## src/rtl/systolic2x2_feeder_if.sv

```systemverilog
`default_nettype none
// ----------------------------------------------------------------------------
// systolic2x2_feeder_if : command, engine-feed and result signals of the feeder
// Rev 1.0
// ----------------------------------------------------------------------------
interface systolic2x2_feeder_if #(
  parameter int W = 32
);
  logic           cmd_valid;
  logic           cmd_ready;
  logic [4*W-1:0] cmd_a;
  logic [4*W-1:0] cmd_b;

  logic           arr_start;
  logic           arr_in_valid;
  logic [W-1:0]   arr_a;
  logic [W-1:0]   arr_b;
  logic           arr_done;
  logic [W-1:0]   arr_c00;
  logic [W-1:0]   arr_c01;
  logic [W-1:0]   arr_c10;
  logic [W-1:0]   arr_c11;

  logic           res_valid;
  logic           res_ready;
  logic [W-1:0]   res_data;
  logic [1:0]     res_idx;
  logic           res_last;

  logic           busy;
  logic           timeout_err;

  modport master (
    input  cmd_valid, cmd_a, cmd_b,
    input  arr_done, arr_c00, arr_c01, arr_c10, arr_c11,
    input  res_ready,
    output cmd_ready,
    output arr_start, arr_in_valid, arr_a, arr_b,
    output res_valid, res_data, res_idx, res_last,
    output busy, timeout_err
  );

  modport slave (
    output cmd_valid, cmd_a, cmd_b,
    output arr_done, arr_c00, arr_c01, arr_c10, arr_c11,
    output res_ready,
    input  cmd_ready,
    input  arr_start, arr_in_valid, arr_a, arr_b,
    input  res_valid, res_data, res_idx, res_last,
    input  busy, timeout_err
  );
endinterface
`default_nettype wire

```

## src/rtl/systolic2x2_feeder.sv

```systemverilog
`default_nettype none
// ----------------------------------------------------------------------------
// systolic2x2_feeder : feeds a 2x2 systolic MAC engine and drains its results
// Rev 1.0
// ----------------------------------------------------------------------------
module systolic2x2_feeder #(
  parameter int W       = 32,
  parameter int TIMEOUT = 16
) (
  input  logic                 clk,
  input  logic                 rst_n,
  systolic2x2_feeder_if.master bus
);
  localparam int            CW         = (TIMEOUT > 1) ? $clog2(TIMEOUT) : 1;
  localparam logic [CW-1:0] C_CNT_LAST = CW'(TIMEOUT - 1);

  typedef enum logic [2:0] {
    S_IDLE  = 3'd0,
    S_START = 3'd1,
    S_FEED0 = 3'd2,
    S_FEED1 = 3'd3,
    S_WAIT  = 3'd4,
    S_DRAIN = 3'd5
  } state_e;

  state_e              state_q, state_d;
  logic [3:0][W-1:0]   a_q, a_d;
  logic [3:0][W-1:0]   b_q, b_d;
  logic [3:0][W-1:0]   c_q, c_d;
  logic [CW-1:0]       cnt_q, cnt_d;
  logic [1:0]          idx_q, idx_d;
  logic                terr_q, terr_d;

  always_ff @(posedge clk) begin
    if (!rst_n) begin
      state_q <= S_IDLE;
      a_q     <= '0;
      b_q     <= '0;
      c_q     <= '0;
      cnt_q   <= '0;
      idx_q   <= '0;
      terr_q  <= 1'b0;
    end else begin
      state_q <= state_d;
      a_q     <= a_d;
      b_q     <= b_d;
      c_q     <= c_d;
      cnt_q   <= cnt_d;
      idx_q   <= idx_d;
      terr_q  <= terr_d;
    end
  end

  always_comb begin
    state_d = state_q;
    a_d     = a_q;
    b_d     = b_q;
    c_d     = c_q;
    cnt_d   = cnt_q;
    idx_d   = idx_q;
    terr_d  = terr_q;
    case (state_q)
      S_IDLE: begin
        if (bus.cmd_valid) begin
          a_d     = bus.cmd_a;
          b_d     = bus.cmd_b;
          terr_d  = 1'b0;
          state_d = S_START;
        end
      end
      S_START: state_d = S_FEED0;
      S_FEED0: state_d = S_FEED1;
      S_FEED1: begin
        cnt_d   = '0;
        state_d = S_WAIT;
      end
      S_WAIT: begin
        // done in the last WAIT cycle takes priority over the timeout
        if (bus.arr_done) begin
          c_d     = {bus.arr_c11, bus.arr_c10, bus.arr_c01, bus.arr_c00};
          idx_d   = 2'd0;
          state_d = S_DRAIN;
        end else if (cnt_q == C_CNT_LAST) begin
          terr_d  = 1'b1;
          state_d = S_IDLE;
        end else begin
          cnt_d = cnt_q + 1'b1;
        end
      end
      S_DRAIN: begin
        if (bus.res_ready) begin
          if (idx_q == 2'd3) state_d = S_IDLE;
          else               idx_d   = idx_q + 2'd1;
        end
      end
      default: state_d = S_IDLE;
    endcase
  end

  // Outputs come from registered state only; rst_n low forces them quiet.
  always_comb begin
    bus.cmd_ready    = 1'b0;
    bus.arr_start    = 1'b0;
    bus.arr_in_valid = 1'b0;
    bus.arr_a        = '0;
    bus.arr_b        = '0;
    bus.res_valid    = 1'b0;
    bus.res_data     = '0;
    bus.res_idx      = 2'd0;
    bus.res_last     = 1'b0;
    bus.busy         = 1'b0;
    bus.timeout_err  = terr_q;
    if (rst_n) begin
      bus.busy = (state_q != S_IDLE);
      case (state_q)
        S_IDLE:  bus.cmd_ready = 1'b1;
        S_START: bus.arr_start = 1'b1;
        S_FEED0: begin
          bus.arr_in_valid = 1'b1;
          bus.arr_a        = a_q[0];
          bus.arr_b        = b_q[0];
        end
        S_FEED1: begin
          bus.arr_in_valid = 1'b1;
          bus.arr_a        = a_q[2];
          bus.arr_b        = b_q[1];
        end
        S_DRAIN: begin
          bus.res_valid = 1'b1;
          bus.res_data  = c_q[idx_q];
          bus.res_idx   = idx_q;
          bus.res_last  = (idx_q == 2'd3);
        end
        default: ;
      endcase
    end
  end
endmodule
`default_nettype wire

```

## src/flat_wrapper.sv

```systemverilog
// flat-port wrapper written by rule: the top's interface ports become plain ports
module systolic2x2_feeder_flat 
#(
  parameter int W       = 32,
  parameter int TIMEOUT = 16
)
  (clk, rst_n, bus_cmd_valid, bus_cmd_a, bus_cmd_b, bus_arr_done, bus_arr_c00, bus_arr_c01, bus_arr_c10, bus_arr_c11, bus_res_ready, bus_cmd_ready, bus_arr_start, bus_arr_in_valid, bus_arr_a, bus_arr_b, bus_res_valid, bus_res_data, bus_res_idx, bus_res_last, bus_busy, bus_timeout_err);
  systolic2x2_feeder_if #(.W(W)) bus_i ();
  input  logic clk;
  input  logic rst_n;
  input wire logic [$bits(bus_i.cmd_valid)-1:0] bus_cmd_valid;
  input wire logic [$bits(bus_i.cmd_a)-1:0] bus_cmd_a;
  input wire logic [$bits(bus_i.cmd_b)-1:0] bus_cmd_b;
  input wire logic [$bits(bus_i.arr_done)-1:0] bus_arr_done;
  input wire logic [$bits(bus_i.arr_c00)-1:0] bus_arr_c00;
  input wire logic [$bits(bus_i.arr_c01)-1:0] bus_arr_c01;
  input wire logic [$bits(bus_i.arr_c10)-1:0] bus_arr_c10;
  input wire logic [$bits(bus_i.arr_c11)-1:0] bus_arr_c11;
  input wire logic [$bits(bus_i.res_ready)-1:0] bus_res_ready;
  output wire logic [$bits(bus_i.cmd_ready)-1:0] bus_cmd_ready;
  output wire logic [$bits(bus_i.arr_start)-1:0] bus_arr_start;
  output wire logic [$bits(bus_i.arr_in_valid)-1:0] bus_arr_in_valid;
  output wire logic [$bits(bus_i.arr_a)-1:0] bus_arr_a;
  output wire logic [$bits(bus_i.arr_b)-1:0] bus_arr_b;
  output wire logic [$bits(bus_i.res_valid)-1:0] bus_res_valid;
  output wire logic [$bits(bus_i.res_data)-1:0] bus_res_data;
  output wire logic [$bits(bus_i.res_idx)-1:0] bus_res_idx;
  output wire logic [$bits(bus_i.res_last)-1:0] bus_res_last;
  output wire logic [$bits(bus_i.busy)-1:0] bus_busy;
  output wire logic [$bits(bus_i.timeout_err)-1:0] bus_timeout_err;
  assign bus_i.cmd_valid = bus_cmd_valid;
  assign bus_i.cmd_a = bus_cmd_a;
  assign bus_i.cmd_b = bus_cmd_b;
  assign bus_i.arr_done = bus_arr_done;
  assign bus_i.arr_c00 = bus_arr_c00;
  assign bus_i.arr_c01 = bus_arr_c01;
  assign bus_i.arr_c10 = bus_arr_c10;
  assign bus_i.arr_c11 = bus_arr_c11;
  assign bus_i.res_ready = bus_res_ready;
  assign bus_cmd_ready = bus_i.cmd_ready;
  assign bus_arr_start = bus_i.arr_start;
  assign bus_arr_in_valid = bus_i.arr_in_valid;
  assign bus_arr_a = bus_i.arr_a;
  assign bus_arr_b = bus_i.arr_b;
  assign bus_res_valid = bus_i.res_valid;
  assign bus_res_data = bus_i.res_data;
  assign bus_res_idx = bus_i.res_idx;
  assign bus_res_last = bus_i.res_last;
  assign bus_busy = bus_i.busy;
  assign bus_timeout_err = bus_i.timeout_err;
  systolic2x2_feeder #(.W(W), .TIMEOUT(TIMEOUT)) u_core (.clk(clk), .rst_n(rst_n), .bus(bus_i));
endmodule
```

## config.mk

```make
export PLATFORM = sky130hd
export DESIGN_NAME = systolic2x2_feeder_flat
export DESIGN_NICKNAME = d
export VERILOG_FILES = /design/src/rtl/systolic2x2_feeder_if.sv /design/src/rtl/systolic2x2_feeder.sv /design/src/flat_wrapper.sv
export SDC_FILE = /design/constraint.sdc
export NUM_CORES = 1
export LEC_CHECK = 0
export CORE_AREA = 2 2 192 194
export CTS_BUF_LIST = sky130_fd_sc_hd__clkbuf_2
export DETAILED_ROUTE_END_ITERATION = 8
export DIE_AREA = 0 0 194 196
export PLACE_DENSITY = 0.73
export REMOVE_ABC_BUFFERS = 1
export SYNTH_ARGS = -nofsm -noshare
export SYNTH_HDL_FRONTEND = slang
export SYNTH_SLANG_ARGS = --single-unit
```

## constraint.sdc

```tcl
create_clock -name clk -period 4.9 [get_ports clk]
set_input_delay 0.735 -clock clk [delete_from_list [all_inputs] [get_ports clk]]
set_output_delay 0.735 -clock clk [all_outputs]
set_load 0.01 [all_outputs]
```

After elaboration in Yosys (flattened, before gate mapping) --
Cells that the tools add are included.
Word-level totals: flip-flop bits (word level) 266, output and inout bits 105, word-level logic and storage cells 81, input port bits 389
Cells by class: add/sub/neg operators 2, mux-type cells 38, equal/unequal tests 16, $lt $le $gt $ge 1, reductions and logical operators 12
Operators by type and width (number):
- 2-to-1 mux 32 bit | 5
- case mux 32 bit (2 select lines) | 2
- binary-select mux 32 bit (select 2 bit) | 1
- case mux 3 bit (6 select lines) | 1
- 2-to-1 mux 3 bit | 5
- 2-to-1 mux 1 bit | 14
- != test 2 bit (second input constant) | 6
- AND reduction 4 bit | 3
- 2-to-1 mux 2 bit | 5
- 2-to-1 mux 4 bit | 2
- case mux 4 bit (2 select lines) | 1
- equality test 3 x 2 -> 1 bit (second input constant) | 2
- equality test 3 bit (second input constant) | 2
- nonzero test 2 bit | 3
- adder 4 x 1 -> 4 bit (second input constant) | 1
- equality test 4 bit (second input constant) | 1
- != test 2 x 1 -> 1 bit (second input constant) | 2
- case mux 2 bit (2 select lines) | 1
- AND reduction 2 bit | 2
- equality test 3 x 1 -> 1 bit (second input constant) | 1
- zero test 3 bit | 1
- < comparator 2 x 3 -> 1 bit (second input constant) | 1
- != test 3 x 2 -> 1 bit (second input constant) | 1
- AND reduction 3 bit | 1
- 5 further kinds | 5

Logic depth before layout (Yosys ltp) --
Gate-level depths: netlist of the first run.
depth in word-level cells 4, depth in mapped cells 7, depth with buffers taken out 5

Worst setup path before layout of the first run --
OpenSTA, ideal clock, no wires.
path kind input -> output, start point in rst_n, end point out bus_arr_start, path buffers 2, required time 4.165 ns, stages 4, arrival 1.695 ns, path slack 2.470 ns, cell sequence buf_2 > clkinv_1 > clkbuf_1 > nor4b_1
On the way: longest elaborated chain between the ends 1
RTL lines:
- start, declared | RTL line flat_wrapper.sv:10 | input logic rst_n;
- 2-to-1 mux 1 bit | RTL line systolic2x2_feeder.sv:113 | if (rst_n) begin
- end, declared | RTL line flat_wrapper.sv:21 | output wire logic [$bits(bus_i.arr_start)-1:0] bus_arr_start;
No other way between the ends.

Worst setup path in the final report of the first run --
start point reg u_core.state_q[0], end point out bus_arr_a[14]
On the way: longest elaborated chain between the ends 3, elaborated cells on any way between the ends 4, those cells by class eq/ne (2); mux (2)
RTL lines:
- start, declared | RTL line systolic2x2_feeder.sv:26 | state_e state_q, state_d;
- start signal, assigned | RTL line systolic2x2_feeder.sv:44 | state_q <= state_d;
- equality test 3 x 2 -> 1 bit | RTL line systolic2x2_feeder.sv:115 | case (state_q)
- case mux 32 bit (2 select lines) (*) | RTL line systolic2x2_feeder.sv:115
- 2-to-1 mux 32 bit (*) | RTL line systolic2x2_feeder.sv:113
- end, declared | RTL line flat_wrapper.sv:23 | output wire logic [$bits(bus_i.arr_a)-1:0] bus_arr_a;
Mark *: on every way between the ends. The rest lies on a longest branch, timed or not.

==> out/qor.yml, run 1 <==
worst_setup_path:
  path_buf_inv: 2
  max_stage_delay_ps: 660
  path_depth: 5
  cp-startpoint: "u_core.state_q[0]"
  endpoint: "bus_arr_a[14]"
  worst-r2r-setup-slack_ps: 2240
  endpoint_kind: "output port"
  crit_path_cell_trace: "and3b_2 -> buf_12 -> a22oi_1 -> nor2_1 -> clkdlybuf4s50_1"
  worstPathArrival_ps: 3310
  crit_family: "buffers and inverters"
  reg2reg_to: "u_core.c_q[107]"
  regToRegStartpoint: "u_core.state_q[2]"
  r2r_cells: 5
  cp-start-kind: "flop"
  cp_max_fo: 39
  crit_type: "reg2out"
  worst_path_max_delay_cell: "and3b_2"
  cp.required_ps: 4160
cts:
  cts_tree: "built"
  htree_levels: 3
  clk_latency_ps: 920
  clock_path_buffers: 3
  cts_sinks: 266
  hold_buffers: 0
  path_clk_slew_ps: 100
  post_cts_buffers: 0
  root_buffer: "clkbuf_2"
  cts_made_buffers: 73
  cts.repair.resized: 0
timing:
  worst_pin_slew_ps: 1046
  finClkSkew_ps: 78.13
  fin_hold_ws_ps: 347.8
  setup_viol: 0
  timing.final.crit_share_pct: 82.57
  period_needed_ps: 4046
  hold_violations: 0
  slew_viol_final: 0
  rsz0062_at_grt: "no"
  timing.fmax_mhz: 247.1
  max_slew_margin_pct: 30.25
  setup_slack_ps: 853.9
synth:
  synthesis.area_sq_um: 11280
  yosysMostFrequentCell: "nand2_1"
  synth_seq_cells: 266
  yosysWarnings: 0
  synthXorXnorAreaFrac_pct: 0.07766
  ys_seq_area_share_pct: 47.22
  yosys.area_share.adder_pct: 0.2219
  synth_ff_type: "dfxtp_1"
  synthArstFlopShare_pct: 0
  synth_top_family_by_area: "simple AND/OR/NAND/NOR gates"
  avgSynthCellArea_sq_um: 7.976
  synth_commonest_cells: "nand2_1, dfxtp_1, a21oi_1, nor2_1, a22oi_1"
  synth_compound_area_share_pct: 17.01
  synthCells: 1414
  yosysTopAreaCell: "dfxtp_1"
  netlist_top_cells_area: "dfxtp_1, nand2_1, a21oi_1"
  synth_edf_count: 0
  synth_simple_gate_area_share_pct: 23.08
  synthMuxAreaShare_pct: 6.390
  synth_cell_types: 38
  synth_top_area_share_pct: 47.22
global_route:
  gr-total-overflow: 0
  grt_max_degree: 166
  grt_pass1_wl_um: 54540
  grt_pass1_vias: 11080
  antenna_found_initial: 3
  track_usage_pct: 17.59
floorplanning:
  core-area_sq_um: 36080
  initial_core_util_pct: 31.26
  dieHeight_um: 196
  die-area_sq_um: 38020
  ios: 494
  die_x_um: 194
  num_rows: 70
pwr:
  finalPower_mw: 4.679
  max-vdd-ir-drop_uv: 174.9
  p_per_area_nw_per_um2: 298.6
  leakage_nw: 5.432
placed_design:
  io_buffers: 365
  place_area_sq_um: 15070
  globalplace.congestion: 0.8500
  place_ws_ps: 1080
  dp_hpwl_um: 22290
layout:
  final_area_sq_um: 15670
  nFillCells: 3579
  area_delta_synth_final_pct: 38.95
  nets: 2142
  layout-drive-gt1-share_pct: 10.74
detailed_routing:
  drt_iter0_drc: 397
  antenna_left: 0
  wl_per_cell_um: 14.97
  route.detailed.drc: 0
  drt-total-wl_um: 33980
  drtPass1Iterations: 5
  vias: 10940
  avgViaCountPerCell: 4.819
min_path:
  hold_class: "in2reg"
flow_run:
  maxCapViolations: 0
status:
  status: "completed"
-- flip-flops by register name, indices dropped and copies added, names as in the netlist --
| register | flops |
|---|---|
| u_core.a_q | 64 |
| u_core.idx_q | 2 |
| u_core.bus.timeout_err | 1 |
| u_core.c_q | 128 |
| u_core.b_q | 64 |
| u_core.state_q | 3 |
| u_core.cnt_q | 4 |
-- tightest hold or removal path, cell delays in order --
cell	delay, ps
clkdlybuf4s50_1	390
nand2_1	60
a21oi_1	50
-- report_power, final --
group | total [mW] | switching (mW) | leakage (nW) | internal [mW]
Combinational | 0.809 | 0.436 | 2.79 | 0.373
Clock | 1.48 | 0.908 | 0.477 | 0.576
Sequential | 2.39 | 0.0830 | 2.16 | 2.30
Total | 4.68 | 1.43 | 5.43 | 3.25
-- metal layers --
metal | vias up | routed length, um | global-route usage (%)
li1 | 5400 | - | -
met1 | 5018 | 13250 | 19.67
met2 | 446 | 15590 | 28.25
met3 | 72 | 4021 | 8.853
met4 | 2 | 1102 | 7.632
met5 | - | 13 | 0
-- how the worst min path moves through the flow --
stage,to,startpoint,cells after the start
CTS,u_core.a_q[88],bus_cmd_a[88],3
global placement,u_core.c_q[37],u_core.c_q[37],2
finish,u_core.a_q[66],bus_cmd_a[66],3
floorplan,u_core.c_q[64],u_core.c_q[64],2
detailed placement,u_core.c_q[89],u_core.c_q[89],2
global route,u_core.b_q[35],bus_cmd_b[35],3
-- cells by family (layout without fill, tap and decap cells) --
kind of cell             Yosys count  count (layout)
AO/OA/AOI/OAI                    338             338
multiplexers                      32              32
buffers and inverters            127             510
other                              0               5
AND/OR/NAND/NOR                  648             648
XOR/XNOR                           1               1
flip-flops                       266             266
adder cells (fa/ha/maj)            2               2
-- cell type report --
cell class | count | area, sq um | share of cell area [%]
multi-input cells | 1021 | 5299 | 33.81
well taps | 468 | 585.6 | 3.737
clock buffers | 108 | 540.5 | 3.449
diodes | 5 | 12.51 | 0.07984
repair buffers | 383 | 3826 | 24.42
clock inverters | 13 | 50.05 | 0.3194
inverters | 6 | 30.03 | 0.1916
flip-flops and latches | 266 | 5328 | 34.00
-- layout by cell type (no fill, tap or decap), types with 2 or more instances in the layout --
master	instances
a21oi_1	251
buf_4	15
dfxtp_2	2
nand2_4	2
and2_1	33
nor3_1	2
a211oi_1	3
ha_1	2
and2_4	2
inv_1	5
o21ai_0	2
nor2_1	73
dfxtp_1	264
inv_2	2
a22oi_1	65
mux4_2	32
nand2b_1	2
nand2_2	10
buf_12	3
o22ai_1	3
a21oi_2	10
clkinv_1	10
nand3_1	4
clkdlybuf4s50_1	365
clkbuf_2	108
diode_2	5
nand2_1	512
-- metrics by stage --
stage                     TNS [ps]  util [%]  std cells
after CTS                        0     43.39       2265
after detailed placement         0     41.76       2144
final                            0     43.43       2270
after global routing             0     43.43       2270
after global placement           0     41.76       2144
after floorplan            -537590         -       1293
Power figures use the tool's default switching activity.
==> run 2: changes to the inputs <==
--- a/config.mk
+++ b/config.mk
@@ -5,11 +5,11 @@
 export SDC_FILE = /design/constraint.sdc
 export NUM_CORES = 1
 export LEC_CHECK = 0
-export CORE_AREA = 2 2 192 194
+export CORE_AREA = 2 2 189 191
 export CTS_BUF_LIST = sky130_fd_sc_hd__clkbuf_2
 export DETAILED_ROUTE_END_ITERATION = 8
-export DIE_AREA = 0 0 194 196
-export PLACE_DENSITY = 0.73
+export DIE_AREA = 0 0 191 193
+export PLACE_DENSITY = 0.77
 export REMOVE_ABC_BUFFERS = 1
 export SYNTH_ARGS = -nofsm -noshare
 export SYNTH_HDL_FRONTEND = slang
==> constraint.sdc (replaced) <==
create_clock -name clk -period 3.7 [get_ports clk]
set_input_delay 0.555 -clock clk [delete_from_list [all_inputs] [get_ports clk]]
set_output_delay 0.555 -clock clk [all_outputs]
set_load 0.01 [all_outputs]
==> run 2 against run 1 <==
Against the previous run: sequential power up 33%; hold slack worse by 81 ps; first-iteration DRC count is 15% higher; setup slack worse by 610 ps; final cell count down 0.26%; sequential share of layout area fell by 0.49 points.
==> out/qor.yml, run 2 (synthesized netlist as in run 1, its figures left out) <==
status:
  status: "completed"
floorplanning:
  initial_core_util_pct: 32.26
  core-area_sq_um: 34960
  die_x_um: 191
  num_rows: 69
  dieHeight_um: 193
  ios: 494
  die-area_sq_um: 36860
pwr:
  p_per_area_nw_per_um2: 397.6
  p_switching_mw: 1.893
  leakage_nw: 5.538
  seqPwrFrac_pct: 50.0
  p_int_mw: 4.437
  p_comb_share_pct: 18.0
  swShare_pct: 29.90
  max-vdd-ir-drop_uv: 266.3
  clockPowerShare_pct: 31.9
placed_design:
  place_ws_ps: 743.0
  io_buffers: 365
  place_inst: 2148
  dp_hpwl_um: 22770
  globalplace.congestion: 0.8613
detailed_routing:
  drt_iter0_drc: 455
  vias: 11000
  antenna_left: 0
  drtPass1Iterations: 5
  route.detailed.drc: 0
  drt-total-wl_um: 34180
  avgViaCountPerCell: 4.857
  wl_per_cell_um: 15.10
cts:
  cts_tree: "built"
  clock_path_buffers: 3
  cts_sinks: 266
  path_clk_slew_ps: 100
  htree_levels: 3
  root_buffer: "clkbuf_2"
  cts_made_buffers: 70
  clk_latency_ps: 800
  hold_buffers: 0
worst_setup_path:
  worst-r2r-setup-slack_ps: 1440
  cp_max_fo: 32
  cp.required_ps: 3140
  r2r_cells: 5
  crit_type: "reg2out"
  regToRegStartpoint: "u_core.state_q[2]"
  reg2reg_to: "u_core.c_q[83]"
  cp-start-kind: "flop"
  cp-startpoint: "u_core.state_q[1]"
  endpoint_kind: "output port"
  endpoint: "bus_arr_a[4]"
  worstPathArrival_ps: 2910
layout:
  final_cells: 2264
  final_cell_mix: "nand2_1, clkdlybuf4s50_1, dfxtp_1"
  num_antenna_cells: 0
  fin_util_pct: 45.53
  final_common_cell: "nand2_1"
  layout-drive-gt1-share_pct: 11.09
  area_delta_synth_final_pct: 41.15
  largest_registers: "u_core.c_q: 128 flops, u_core.a_q: 64 flops, u_core.b_q: 64 flops"
  nets: 2153
  top_register: "u_core.c_q"
  nFillCells: 3404
  largest_reg_flops: 128
global_route:
  gr-total-overflow: 0
  grt_max_degree: 120
  grt_use_met3_pct: 7.312
  grt_pass1_wl_um: 51560
  busiest_layer: "met2"
  use_met1_pct: 19.24
  gr-usage-met2_pct: 29.53
  antenna_found_initial: 0
  grt_pass1_vias: 10710
  track_usage_pct: 17.29
timing:
  worst_pin_slew_ps: 725.7
  max_slew_margin_pct: 51.62
  period_needed_ps: 3461
  finClkSkew_ps: 60.69
  timing.fmax_mhz: 288.9
  setup_slack_ps: 239.1
  hold_violations: 0
  tns_ps: 0
  slew_viol_final: 0
  timing.final.crit_share_pct: 93.54
  setup_viol: 0
  fin_hold_ws_ps: 267.0
min_path:
  hp-start: "bus_cmd_a[83]"
  hold_class: "in2reg"
flow_run:
  maxCapViolations: 0
==> run 2: worst max-delay path, cell delays in order, from the launching register on <==
cell             delay (ps)
dfxtp_2                 510
nor3b_4                 290
buf_4                   170
buf_6                   290
a22oi_1                 140
nor2_1                  130
clkdlybuf4s50_1         570
==> run 2: per-layer routing <==
layer / wire [um] / vias up
met5: 0 / -
met3: 3898 / 47
met4: 680 / 0
met1: 13690 / 5099
li1: - / 5414
met2: 15910 / 436
==> run 2: stage by stage <==
| stage | power, mW | area (sq um) |
|---|---|---|
| finish | 6.330 | 15920 |
| global route | 6.697 | 15920 |
| CTS | 6.402 | 15870 |
| detailed placement | 4.350 | 15270 |
| global placement | 4.322 | 15270 |
| floorplan | 3.755 | 10620 |
==> run 2: power by group through the flow <==
stage	Clock, mW	Combinational [mW]	Sequential [mW]
floorplan	0	0.557	3.20
global placement	0	1.11	3.21
detailed placement	0	1.12	3.23
CTS	2.11	1.13	3.16
global route	2.25	1.26	3.19
finish	2.02	1.14	3.17
==> run 2: repair_timing <==
item / CTS / global route
resized for setup: 2 / 6
buffers inserted: 0 / 1
gates cloned: 0 / 2
endpoints found under the hold margin: 0 / 0
endpoints found under the setup margin: 53 / 67
pin swaps: 1 / 0
==> run 2: final cells by class <==
cell class	instances	area, sq um	area share [%]
repair buffers	396	4061	25.51
multi-input cells	1022	5316	33.40
clock inverters	14	105.1	0.6602
inverters	6	30.03	0.1886
flip-flops and latches	266	5334	33.51
well taps	461	576.8	3.623
clock buffers	99	495.5	3.112
==> run 2: worst min-delay path by stage <==
stage                                end  slack, ps  depth (start not counted)
after floorplan           u_core.c_q[64]        430                          2
after global placement    u_core.c_q[60]        440                          2
after detailed placement  u_core.c_q[89]        450                          2
after CTS                 u_core.a_q[83]        120                          3
after global routing      u_core.c_q[86]        130                          3
final                     u_core.a_q[83]        270                          3
==> run 3: changes to the inputs <==
--- a/config.mk
+++ b/config.mk
@@ -7,6 +7,7 @@
 export LEC_CHECK = 0
 export CORE_AREA = 2 2 189 191
 export CTS_BUF_LIST = sky130_fd_sc_hd__clkbuf_2
+export CTS_CLUSTER_DIAMETER = 200
 export DETAILED_ROUTE_END_ITERATION = 8
 export DIE_AREA = 0 0 191 193
 export PLACE_DENSITY = 0.77
==> results of run 3 <==
The final DEF is identical to that of run 2; final timing and power are the same.
